===== src/rtl/div_unit_pkg.sv =====
// -----------------------------------------------------------------------------
// div_unit_pkg
//   Shared definitions for the execute-stage divider.
//   - div_state_t : 2-bit divider FSM state type
//   - DIV_IDLE / DIV_BUSY / DIV_DONE / DIV_ZERO : FSM state encodings
//   - DIV_CYCLES  : number of shift-subtract iterations for a 32-bit divide
// -----------------------------------------------------------------------------
package div_unit_pkg;

    typedef logic [1:0] div_state_t;

    localparam logic [1:0] DIV_IDLE = 2'b00;
    localparam logic [1:0] DIV_BUSY = 2'b01;
    localparam logic [1:0] DIV_DONE = 2'b10;
    localparam logic [1:0] DIV_ZERO = 2'b11;

    localparam int DIV_CYCLES = 32;

endpackage : div_unit_pkg


===== src/rtl/div_unit.sv =====
// -----------------------------------------------------------------------------
// div_unit
//   Multi-cycle radix-2 restoring divider serving DIV (signed) and DIVU
//   (unsigned). One quotient bit is produced per clock while BUSY; the signed
//   fix-up is applied as the final iteration retires, so result_o is loaded
//   on entry to DONE and ready_o pulses for that single cycle.
//
// Ports
//   clk        rising-edge clock
//   resetn     asynchronous active-low reset
//   start_i    division requested (held by the stalled E stage until ready_o)
//   signed_i   1 = two's-complement divide, 0 = unsigned divide
//   opdata1_i  dividend (rs)
//   opdata2_i  divisor (rt)
//   annul_i    cancel the in-flight operation (flush / exception)
//   result_o   {remainder, quotient} = {HI, LO}, registered
//   ready_o    one-cycle pulse, result_o valid
// -----------------------------------------------------------------------------
module div_unit
    import div_unit_pkg::*;
#(
    parameter int WIDTH = DIV_CYCLES
) (
    input  logic               clk,
    input  logic               resetn,
    input  logic               start_i,
    input  logic               signed_i,
    input  logic [WIDTH-1:0]   opdata1_i,
    input  logic [WIDTH-1:0]   opdata2_i,
    input  logic               annul_i,
    output logic [2*WIDTH-1:0] result_o,
    output logic               ready_o
);

    localparam int               CNT_W     = (WIDTH > 1) ? $clog2(WIDTH) : 1;
    localparam logic [CNT_W-1:0] LAST_ITER = CNT_W'(WIDTH - 1);

    // Two's-complement negate when requested; used both for taking operand
    // magnitudes and for the final sign fix-up.
    function automatic logic [WIDTH-1:0] apply_sign(input logic [WIDTH-1:0] v,
                                                    input logic             neg);
        logic signed [WIDTH-1:0] sv;
        sv = signed'(v);
        return neg ? unsigned'(-sv) : v;
    endfunction

    // Magnitude of an operand; unsigned operands pass through untouched.
    // The most negative value maps to itself, which reads correctly as an
    // unsigned magnitude.
    function automatic logic [WIDTH-1:0] magnitude(input logic [WIDTH-1:0] v,
                                                   input logic             is_signed);
        return apply_sign(v, is_signed & v[WIDTH-1]);
    endfunction

    div_state_t       state;
    div_state_t       state_nxt;
    logic [CNT_W-1:0] counter;

    // Working registers
    logic [WIDTH-1:0] dividend_raw;   // untouched dividend, for divide-by-zero
    logic [WIDTH-1:0] quo_shift;      // dividend bits shift out, quotient bits shift in
    logic [WIDTH-1:0] rem_acc;        // partial remainder
    logic [WIDTH-1:0] divisor_mag;    // divisor magnitude
    logic             neg_quo;        // operand signs differ (signed only)
    logic             neg_rem;        // dividend negative (signed only)

    // Iteration step outputs
    logic [WIDTH:0]   partial;
    logic [WIDTH:0]   diff;
    logic             take;
    logic [WIDTH-1:0] rem_nxt;
    logic [WIDTH-1:0] quo_nxt;
    logic [WIDTH-1:0] quo_final;
    logic [WIDTH-1:0] rem_final;
    logic             last_iter;

    // Shift-subtract step: bring in the next dividend bit, compare on WIDTH+1
    // bits so the shifted-out remainder MSB is not lost, subtract if it fits.
    always_comb begin
        partial   = {rem_acc, quo_shift[WIDTH-1]};
        diff      = partial - {1'b0, divisor_mag};
        take      = (partial >= {1'b0, divisor_mag});
        rem_nxt   = take ? diff[WIDTH-1:0] : partial[WIDTH-1:0];
        quo_nxt   = {quo_shift[WIDTH-2:0], take};
        quo_final = apply_sign(quo_nxt, neg_quo);
        rem_final = apply_sign(rem_nxt, neg_rem);
        last_iter = (counter == LAST_ITER);
    end

    // Next-state logic. annul_i overrides everything, including completion.
    always_comb begin
        state_nxt = state;
        if (annul_i) begin
            state_nxt = DIV_IDLE;
        end else begin
            case (state)
                DIV_IDLE: begin
                    if (start_i) begin
                        state_nxt = (opdata2_i == '0) ? DIV_ZERO : DIV_BUSY;
                    end
                end
                DIV_ZERO: state_nxt = DIV_DONE;
                DIV_BUSY: begin
                    if (last_iter) begin
                        state_nxt = DIV_DONE;
                    end
                end
                // start_i seen in DONE still belongs to the finishing instruction.
                DIV_DONE: state_nxt = DIV_IDLE;
                default:  state_nxt = DIV_IDLE;
            endcase
        end
    end

    always_ff @(posedge clk or negedge resetn) begin
        if (!resetn) begin
            state        <= DIV_IDLE;
            counter      <= '0;
            dividend_raw <= '0;
            quo_shift    <= '0;
            rem_acc      <= '0;
            divisor_mag  <= '0;
            neg_quo      <= 1'b0;
            neg_rem      <= 1'b0;
            result_o     <= '0;
            ready_o      <= 1'b0;
        end else begin
            state   <= state_nxt;
            ready_o <= 1'b0;
            if (!annul_i) begin
                case (state)
                    DIV_IDLE: begin
                        if (start_i) begin
                            dividend_raw <= opdata1_i;
                            quo_shift    <= magnitude(opdata1_i, signed_i);
                            divisor_mag  <= magnitude(opdata2_i, signed_i);
                            rem_acc      <= '0;
                            counter      <= '0;
                            neg_quo      <= signed_i & (opdata1_i[WIDTH-1] ^ opdata2_i[WIDTH-1]);
                            neg_rem      <= signed_i & opdata1_i[WIDTH-1];
                        end
                    end
                    DIV_ZERO: begin
                        // Raw dividend as remainder, all-ones quotient, no sign fix.
                        result_o <= {dividend_raw, {WIDTH{1'b1}}};
                        ready_o  <= 1'b1;
                    end
                    DIV_BUSY: begin
                        rem_acc   <= rem_nxt;
                        quo_shift <= quo_nxt;
                        counter   <= counter + 1'b1;
                        if (last_iter) begin
                            result_o <= {rem_final, quo_final};
                            ready_o  <= 1'b1;
                        end
                    end
                    default: ;
                endcase
            end
        end
    end

endmodule : div_unit

===== config.mk =====
export PLATFORM = sky130hd
export DESIGN_NAME = div_unit
export DESIGN_NICKNAME = d
export VERILOG_FILES = /design/src/rtl/div_unit_pkg.sv /design/src/rtl/div_unit.sv
export SDC_FILE = /design/constraint.sdc
export NUM_CORES = 1
export LEC_CHECK = 0
export BUFFER_PORTS_ARGS = -buffer_cell sky130_fd_sc_hd__buf_2
export CAP_MARGIN = 20
export CORE_MARGIN = 2
export CORE_UTILIZATION = 56
export CTS_BUF_LIST = sky130_fd_sc_hd__clkbuf_8
export CTS_CLUSTER_SIZE = 25
export DETAILED_ROUTE_END_ITERATION = 7
export PLACE_DENSITY_LB_ADDON = 0.08
export SETUP_SLACK_MARGIN = 0.05
export SYNTH_ARGS = -nofsm -noshare
export SYNTH_HDL_FRONTEND = slang
export SYNTH_SLANG_ARGS = --single-unit
export TNS_END_PERCENT = 50

===== constraint.sdc =====
create_clock -name clk -period 4.8 [get_ports clk]
set_input_delay 0 -clock clk [delete_from_list [all_inputs] [get_ports clk]]
set_output_delay 0 -clock clk [all_outputs]
set_load 0.01 [all_outputs]

# Word-level counts from Yosys, hierarchy flattened
# Index checks and enable logic that the tools add are counted.
[word_totals] ff_bits=202
[op_classes] addsub=6 n_lt_le_gt_ge=1 eq_ne=8 mux=21 n_bitwise=5 n_reduce_logical=8
[op_table] cell="$mux 32" n=7
[op_table] cell="$neg 32->32" n=4
[op_table] cell="$pmux 32 s2" n=2
[op_table] cell="$pmux 64 s2" n=1
[op_table] cell="$mux 64" n=1
[op_table] cell="$ge 33x32->1" n=1
[op_table] cell="$logic_not 32->1" n=1
[op_table] cell="$sub 32x32->32" n=1
[op_table] cell="$pmux 5 s2" n=1
[op_table] cell="$reduce_and 3->1" n=3
[op_table] cell="$mux 2" n=4
[op_table] cell="$pmux 2 s4" n=1
[op_table] cell="$ne 3x3->1 const B" n=2
[op_table] cell="$add 5x1->5 const B" n=1
[op_table] cell="$eq 5x5->1 const B" n=1
[op_table] cell="$mux 5" n=1
[op_table] cell="$eq 2x2->1 const B" n=2
[op_table] cell="$ne 2x2->1 const B" n=2
[op_table] cell="$reduce_bool 2->1" n=2
[op_table] cell="$and 1x1->1" n=3
[op_table] cell="$eq 2x1->1 const B" n=1
[op_table] cell="$logic_not 2->1" n=1
[op_table] cell="$mux 1" n=2
[op_table] cell="$pmux 1 s2" n=1
[op_table] cell="3 further kinds" n=3

# Longest topological paths before layout
# Gate-level depths: netlist of run 1.
[logic_depth] depth_word=6 depth_mapped=23

# Worst setup path after synthesis of run 1
# Ideal clock, no wire load.
[synth_timing] path_type="flip-flop to flip-flop" from="register rem_acc[13]" to="register result_o[60]" setup_time_ps=133 arrival_ps=4428 required_time_ps=4667 setup_slack_ps=239 stages_incl_launch_ff=22 path_buffers=6 cell_sequence="dfrtp_1 ha_1 buf_6 a21oi_4 o21ai_4 a2111oi_4 and2_1 buf_6 nand3_4 buf_6 buf_2 buf_2 buf_2 o21ai_0 ha_1 nor4b_1 nand4_1 a21oi_4 nand4_2 o41ai_2 xnor2_1 o22ai_1"
[synth_via] elab_chain_cells=6
[synth_lines] element="start: declaration" line_no="div_unit.sv:62" text="logic [WIDTH-1:0] rem_acc;"
[synth_lines] element="start signal: assignment" line_no="div_unit.sv:149" text="rem_acc <= rem_nxt;"
[synth_lines] element="$sub 32x32->32 / $ge 33x32->1 (equally long branches)" line_no="div_unit.sv:81, div_unit.sv:82"
[synth_lines] element="$mux 32 (*)" line_no="div_unit.sv:83" text="rem_nxt = take ? diff[WIDTH-1:0] : partial[WIDTH-1:0];"
[synth_lines] element="$neg 32->32" line_no="div_unit.sv:44" text="return neg ? unsigned'(-sv) : v;"
[synth_lines] element="$mux 32 (*)" line_no="div_unit.sv:44"
[synth_lines] element="$mux 64 (*)" line_no="div_unit.sv:152" text="if (last_iter) begin"
[synth_lines] element="$pmux 64 s2 (*)" line_no="div_unit.sv:131" text="case (state)"
[synth_lines] element="end signal: assignment" line_no="div_unit.sv:145" text="result_o <= {dividend_raw, {WIDTH{1'b1}}};"
[synth_lines] element="end signal: assignment" line_no="div_unit.sv:153" text="result_o <= {rem_final, quo_final};"
[synth_lines] element="end: declaration" line_no="div_unit.sv:31" text="output logic [2*WIDTH-1:0] result_o,"
# Mark *: on every way between the ends. The rest lies on a longest branch, timed or not. The select of a mux whose other input is x is not followed.
# A chain may end at the register's enable or synchronous reset.

# Final worst setup path of run 1
# Ends and elaborated chain as after synthesis.

==> out/metrics.csv, run 1 <==
stage;metric;value;unit
cells_and_area;area delta synth->final;19.9;%
global_routing;Total GRT Usage;34.4;%
critical_path;R2R setup slack;0.32;ns
critical_path;type of the worst setup path;flop to flop;
detailed_routing;Detailed Route WL;44000;um
logic_synthesis;Syn Area/Cell;8.05;sq um
global_routing;vias in the first global route;12800;
run_status;status;finished, final reports clean;
detailed_routing;via count;13300;
critical_path;CP Capture Type;flop;
logic_synthesis;syn_nets;1787;
place;placed inst area;14400;sq um
pwr;Leak;0.00747;uW
logic_synthesis;Yosys warning count;0;
pwr;Comb power frac;39.5;%
global_routing;initial antenna violation count;0;
cts;H-tree depth;2;
worst_hold_path;worst hold path type;primary input to flop;
global_routing;Overflow after GRT;0;
sta;RSZ-0062 raised after global routing;false;
logic_synthesis;Post-synth EDFFs;0;
logic_synthesis;Yosys cell types;84;
pwr;Peak VDD IR;301;uV
cts;clk buf depth;3;
cells_and_area;fraction of layout cells with a size suffix above 1;13.8;%
sta;min Tclk post-route;4.48;ns
sta;Final TNS setup;0;ns
place;Placer Congestion;0.899;
cts;CTS buffer count;38;
critical_path;Startpoint Class;flop;
detailed_routing;DRT iter0 DRCs;1171;
cells_and_area;Fillers;2015;
cts;Root Driver;clkbuf_8;
global_routing;global-route wire length before repair;70100;um
sta;final setup fails;0;
logic_synthesis;dominant synthesized flop cell;dfrtp_1;
pwr;Pint;3930;uW
cells_and_area;nets@finish;1982;
floorplanning;Initial Util;57.3;%
place;Port Buffers;133;
detailed_routing;vias per std cell;5.99;
logic_synthesis;Cells after Synth;1679;
job;MaxCap Viol Count;0;
cts;CTS tree;done;
sta;Fin. Hold Viols;0;
cts;Clock Pin Slew Worst Setup and Hold Paths;0.06;ns
sta;relative slew slack;34.2;%
detailed_routing;DR DRC count;0;
cells_and_area;Final Non-Filler Cells;2224;
pwr;clock network power share;27.6;%
logic_synthesis;register area share after synthesis;37.4;%
sta;Fmax;223;MHz
place;placed insts;2064;
floorplanning;number of I/O pins;134;
sta;Worst Tran Pin Value;0.987;ns
pwr;sequential share of power;32.9;%
floorplanning;die width;159;um
sta;Hold WS;0.252;ns
place;Post-DP HPWL;31400;um
cts;Clock Sink Count;202;
pwr;P per Cell Area;402;nW/um^2
pwr;Final Power;6520;uW
critical_path;Crit path required time;5.20;ns
detailed_routing;antenna viol nets, final;0;
logic_synthesis;Mapped Area;13500;sq um
logic_synthesis;Post-synth ARST share;100;%
critical_path;Critical Path AT;4.88;ns
floorplanning;die height;159;um
cts;latest clock arrival within the worst-skew pair;0.54;ns
critical_path;Crit Path Max Fanout;8;
cells_and_area;cell area after layout;16200;sq um
detailed_routing;routed len/inst;19.8;um
sta;Tcrit/Tclk final;93.3;%
detailed_routing;Initial DRT Pass Iterations;5;
floorplanning;die area;25400;sq um
logic_synthesis;#FFs+latches synth;202;
floorplanning;row cnt;56;
floorplanning;CORE AREA;23600;sq um
pwr;P_sw;2590;uW
sta;Clock Skews;0.0137;ns
sta;Slew Limit Fails;0;
pwr;Sw Share;39.7;%
global_routing;largest net degree at the start of global routing;164;
==> metal layers <==
layer,track usage (%),routed length [um],up-vias
li1,-,-,6293
met1,49.3,19900,6368
met2,52.7,19200,570
met3,6.98,3550,87
met4,10.4,1270,0
met5,0,0,-
==> Yosys cell counts (4+ instances only) <==
library cell,n,area (sq um)
o21ai_0,163,816
mux2i_1,26,260
and4_1,4,35.0
nor3b_1,6,45.0
o2111ai_1,4,35.0
ha_1,38,475
buf_1,5,18.8
o31ai_1,20,150
nand3_1,21,105
o21a_1,7,52.6
dfrtp_1,202,5050
nand4_1,19,119
a21o_1,6,45.0
or3_1,17,106
o211ai_1,12,90.1
xor2_1,60,526
nor3_1,34,170
or4_1,13,97.6
a41oi_1,4,35.0
o21ai_1,12,60.1
a22o_1,5,43.8
a211oi_1,4,30.0
xnor2_1,72,631
o41ai_1,10,87.6
nor2b_1,4,25.0
a22oi_1,6,45.0
inv_1,62,233
nor4_1,19,119
buf_2,19,95.1
a21boi_0,6,45.0
and2_1,14,87.6
a21oi_1,152,761
nor2_1,152,571
a31oi_1,23,144
nand2b_1,12,75.1
clkbuf_1,67,251
and3_1,19,119
nand2_1,285,1070
==> cell type report <==
| type | instances | area, sq um | share of cell area, % |
|---|---|---|---|
| clock buffers | 49 | 674 | 4.16 |
| diodes | 1 | 2.50 | 0.0154 |
| flip-flops and latches | 202 | 5050 | 31.2 |
| multi-input cells | 1317 | 7850 | 48.5 |
| well taps | 319 | 399 | 2.46 |
| inverters | 63 | 236 | 1.46 |
| clock inverters | 21 | 148 | 0.911 |
| repair buffers | 252 | 1840 | 11.3 |
==> critical path, stage by stage, from the launching register on <==
cell	delay (ns)
dfrtp_1	0.44
ha_1	0.46
a21oi_4	0.27
o21ai_4	0.12
a2111oi_4	0.39
and2_4	0.27
nand3_4	0.15
inv_1	0.12
mux2i_1	0.27
ha_1	0.26
nand4b_1	0.20
or4_4	0.47
a21oi_4	0.23
nand4_2	0.15
o41ai_2	0.27
xnor2_1	0.16
o22ai_1	0.09
==> power groups by stage <==
stage          Combinational, uW  Sequential [uW]  Clock (uW)
2_1_floorplan               1770             2080           0
3_3_place_gp                2420             2160           0
3_5_place_dp                2440             2160           0
4_1_cts                     2510             2130        1830
5_1_grt                     2810             2170        1900
6_report                    2570             2140        1800
==> cells by family after synthesis <==
family	after synthesis	synth area share, %
mux	27	2.01
fa+ha+maj	39	3.67
simple gates	637	21.6
flops	202	37.4
xor+xnor	132	8.55
buf+inv	160	4.87
compound gates	482	21.9
==> timing repair <==
| action | CTS | global route |
|---|---|---|
| setup endpoints to repair | 0 | 13 |
| hold buffers | 85 | 0 |
| gates resized for setup | 0 | 5 |
| buffers inserted | 0 | 2 |
| hold endpoints to repair | 130 | 0 |
==> cell usage in the layout (no fill, tap or decap), drive strengths merged, types with 5 or more instances in the layout <==
master,Yosys,layout
nor4,20,20
nand4,20,20
dfrtp,202,202
mux2i,26,26
a21o,6,6
xnor2,72,72
a22oi,6,6
ha,38,38
o21a,7,7
and3,19,19
nand2b,12,12
or3,17,17
nor2,152,152
dlygate4sd3,0,84
nor3,34,34
o21ai,177,177
nand2,285,285
xor2,60,60
a22o,5,5
a21boi,6,6
buf,30,167
o31ai,20,20
nand3,22,22
o211ai,13,13
a31oi,23,23
clkinv,1,6
a211oi,6,6
and2,14,14
inv,62,76
or4,14,14
nor3b,6,6
a21oi,156,156
clkbuf,67,50
o41ai,12,12
==> path summary, 6_finish.rpt <==
kind | from | endpoint | depth (start not counted)
max | rem_acc[13]$_DFFE_PN0P_ | result_o[60]$_DFFE_PN0P_ | 16
min | opdata1_i[10] | dividend_raw[10]$_DFFE_PN0P_ | 4
max reg2reg | rem_acc[13]$_DFFE_PN0P_ | result_o[60]$_DFFE_PN0P_ | 16
min reg2reg | dividend_raw[3]$_DFFE_PN0P_ | dividend_raw[3]$_DFFE_PN0P_ | 2
max in group asynchronous | resetn | dividend_raw[7]$_DFFE_PN0P_ | 4
min in group asynchronous | resetn | divisor_mag[27]$_DFFE_PN0P_ | 4
==> registers in the layout, indices dropped and copies added, names as in the netlist <==
name	flops
neg_rem	1
neg_quo	1
counter	5
ready_o	1
dividend_raw	32
divisor_mag	32
rem_acc	32
state	2
result_o	64
quo_shift	32
==> per-stage QoR <==
| step | setup slack [ns] | util (%) |
|---|---|---|
| after floorplan | 0.239 | - |
| after global placement | 0.348 | 61.1 |
| after detailed placement | 0.119 | 61.1 |
| after CTS | 0.118 | 68.3 |
| after global routing | 0.0645 | 68.6 |
| final | 0.321 | 68.6 |
(Power assumes the default switching activity.)
==> inputs of run 2 (changes only) <==
- GPL_TIMING_DRIVEN: default -> 0
==> out/metrics.csv, run 2 (synthesis results as in run 1) <==
stage;metric;value;unit
run_status;status;finished, final reports clean;
sta;Clock Skews;0.0207;ns
detailed_routing;met3 routed WL;5020;um
detailed_routing;Detailed Route WL;47100;um
cts;clk buf depth;3;
cells_and_area;fraction of layout cells with a size suffix above 1;16.8;%
cells_and_area;Biggest register;result_o;
worst_hold_path;worst hold path type;primary input to async pin;
floorplanning;row cnt;56;
detailed_routing;via count;14100;
sta;Fmax;211;MHz
detailed_routing;WL met2;20000;um
global_routing;initial antenna violation count;0;
floorplanning;die width;159;um
place;Post-DP HPWL;34300;um
cells_and_area;Final Non-Filler Cells;2314;
detailed_routing;antenna viol nets, final;0;
sta;relative slew slack;36.3;%
detailed_routing;DRT iter0 DRCs;1691;
floorplanning;Initial Util;57.3;%
detailed_routing;highest metal used;met4;
cells_and_area;Fillers;1972;
sta;Worst Tran Pin Value;0.956;ns
job;MaxCap Viol Count;0;
critical_path;Critical Path AT;5.14;ns
sta;min Tclk post-route;4.73;ns
critical_path;CP Capture Type;flop;
critical_path;type of the worst setup path;flop to flop;
sta;final setup fails;0;
critical_path;Crit path required time;5.21;ns
cells_and_area;commonest cells after routing, fill and taps aside;nand2_1, dfrtp_1, o21ai_0;
pwr;Leak;0.00766;uW
global_routing;Total GRT Usage;37.1;%
cts;Clock Pin Slew Worst Setup and Hold Paths;0.07;ns
floorplanning;CORE AREA;23600;sq um
cts;CTS buffer count;36;
sta;RSZ-0062 raised after global routing;false;
sta;final worst setup slack;0.0694;ns
place;pre-CTS WS;-1.33;ns
detailed_routing;vias per std cell;6.08;
detailed_routing;DR DRC count;0;
cells_and_area;nets@finish;2077;
place;Placer Congestion;0.969;
floorplanning;die height;159;um
cells_and_area;Layout Utilization;71.6;%
global_routing;Overflow after GRT;0;
place;Port Buffers;133;
pwr;P per Cell Area;402;nW/um^2
place;placed insts;2133;
cells_and_area;cell area after layout;16900;sq um
critical_path;Startpoint Class;flop;
cells_and_area;max reg flops;64;
cts;latest clock arrival within the worst-skew pair;0.56;ns
cells_and_area;area delta synth->final;25.1;%
cts;CTS tree;done;
detailed_routing;routed len/inst;20.4;um
detailed_routing;Initial DRT Pass Iterations;5;
floorplanning;number of I/O pins;134;
place;placed inst area;14600;sq um
floorplanning;die area;25400;sq um
sta;Slew Limit Fails;0;
sta;Tcrit/Tclk final;98.6;%
cells_and_area;commonest non-fill, non-tap cell in the layout;nand2_1;
critical_path;Slowest-stage cell, CP;dfrtp_2;
cells_and_area;ant diodes;0;
critical_path;worst path cell trace;ha_1 > buf_6 > and4_4 > and4_4 > nand4_1 > and2_4 > buf_6 > nand3_4 > clkinvlp_4 > buf_12 > buf_12 > mux2i_4 > ha_4 > nand4b_1 > buf_4 > or4_4 > a21oi_4 > nand4_4 > o41ai_4 > xnor2_1 > o22ai_1;
sta;Fin. Hold Viols;0;
global_routing;global-route wire length before repair;74300;um
critical_path;Crit Path Max Fanout;9;
cts;H-tree depth;2;
detailed_routing;met1 WL;20600;um
cts;Clock Sink Count;202;
critical_path;slowest cell delay on critical path;0.44;ns
critical_path;CP bufs+invs;6;
cts;Root Driver;clkbuf_8;
critical_path;cell family with most CP delay;simple AND/OR/NAND/NOR gates;
global_routing;vias in the first global route;13400;
global_routing;largest net degree at the start of global routing;111;
pwr;Peak VDD IR;294;uV
run 2: cell types whose count changed in the layout (fill, tap and decap cells not counted), moves of 5 or more:
cell / previous run / this run
buf_6: 0 / 7
dfrtp_1: 202 / 194
clkbuf_1: 0 / 66
a21oi_1: 152 / 142
ha_4: 0 / 5
buf_2: 132 / 138
ha_2: 0 / 7
a21oi_2: 2 / 9
dfrtp_2: 0 / 8
buf_4: 31 / 38
ha_1: 38 / 26
inv_1: 73 / 67
run 2: routing by layer:
layer | global-route usage, % | vias up
li1 | - | 6497
met1 | 54.5 | 6764
met2 | 54.5 | 708
met3 | 7.63 | 95
met4 | 13.0 | 0
met5 | 0 | -
run 2: layout make-up:
type                    count  area [sq um]  area share [%]
plain buffers              95           518            3.06
clock buffers              47           647            3.83
clock inverters            17          83.8           0.496
inverters                  63           240            1.42
multi-input cells        1317          8130            48.1
flip-flops and latches    202          5060            30.0
well taps                 319           399            2.36
repair buffers            254          1820            10.8
run 2: report_power, final:
part           total, uW  switching (uW)  internal, uW
combinational       2990            1790          1200
sequential          2130             220          1910
clock               1670             785           883
run 2: final timing paths:
check	startpoint	endpoint	slack [ns]	depth (start not counted)
setup / recovery	rem_acc[21]$_DFFE_PN0P_	result_o[60]$_DFFE_PN0P_	0.07	21
hold / removal	resetn	divisor_mag[24]$_DFFE_PN0P_	0.05	2
setup reg to reg	rem_acc[21]$_DFFE_PN0P_	result_o[60]$_DFFE_PN0P_	0.07	21
hold reg to reg	result_o[32]$_DFFE_PN0P_	result_o[32]$_DFFE_PN0P_	0.48	2
max in group asynchronous	resetn	quo_shift[31]$_DFFE_PN0P_	3.72	3
min in group clk	opdata1_i[19]	dividend_raw[19]$_DFFE_PN0P_	0.25	4
run 2: metrics by stage:
stage / hold slack, ns / power (uW) / setup TNS [ns]
after floorplan: -0.296 / 3850 / 0
after global placement: 0.245 / 4560 / -11.18
after detailed placement: 0.132 / 4610 / -11.62
after CTS: 0.157 / 6610 / 0
after global routing: 0.196 / 7150 / 0
final: 0.0488 / 6790 / 0
run 2: repair_timing:
item | in CTS | in global routing
endpoints found under the hold margin | 198 | 0
resized for setup | 74 | 33
gates cloned | 0 | 0
setup endpoints to repair | 19 | 10
pin swaps | 20 | 19
hold buffers | 86 | 0
buffers inserted | 24 | 9
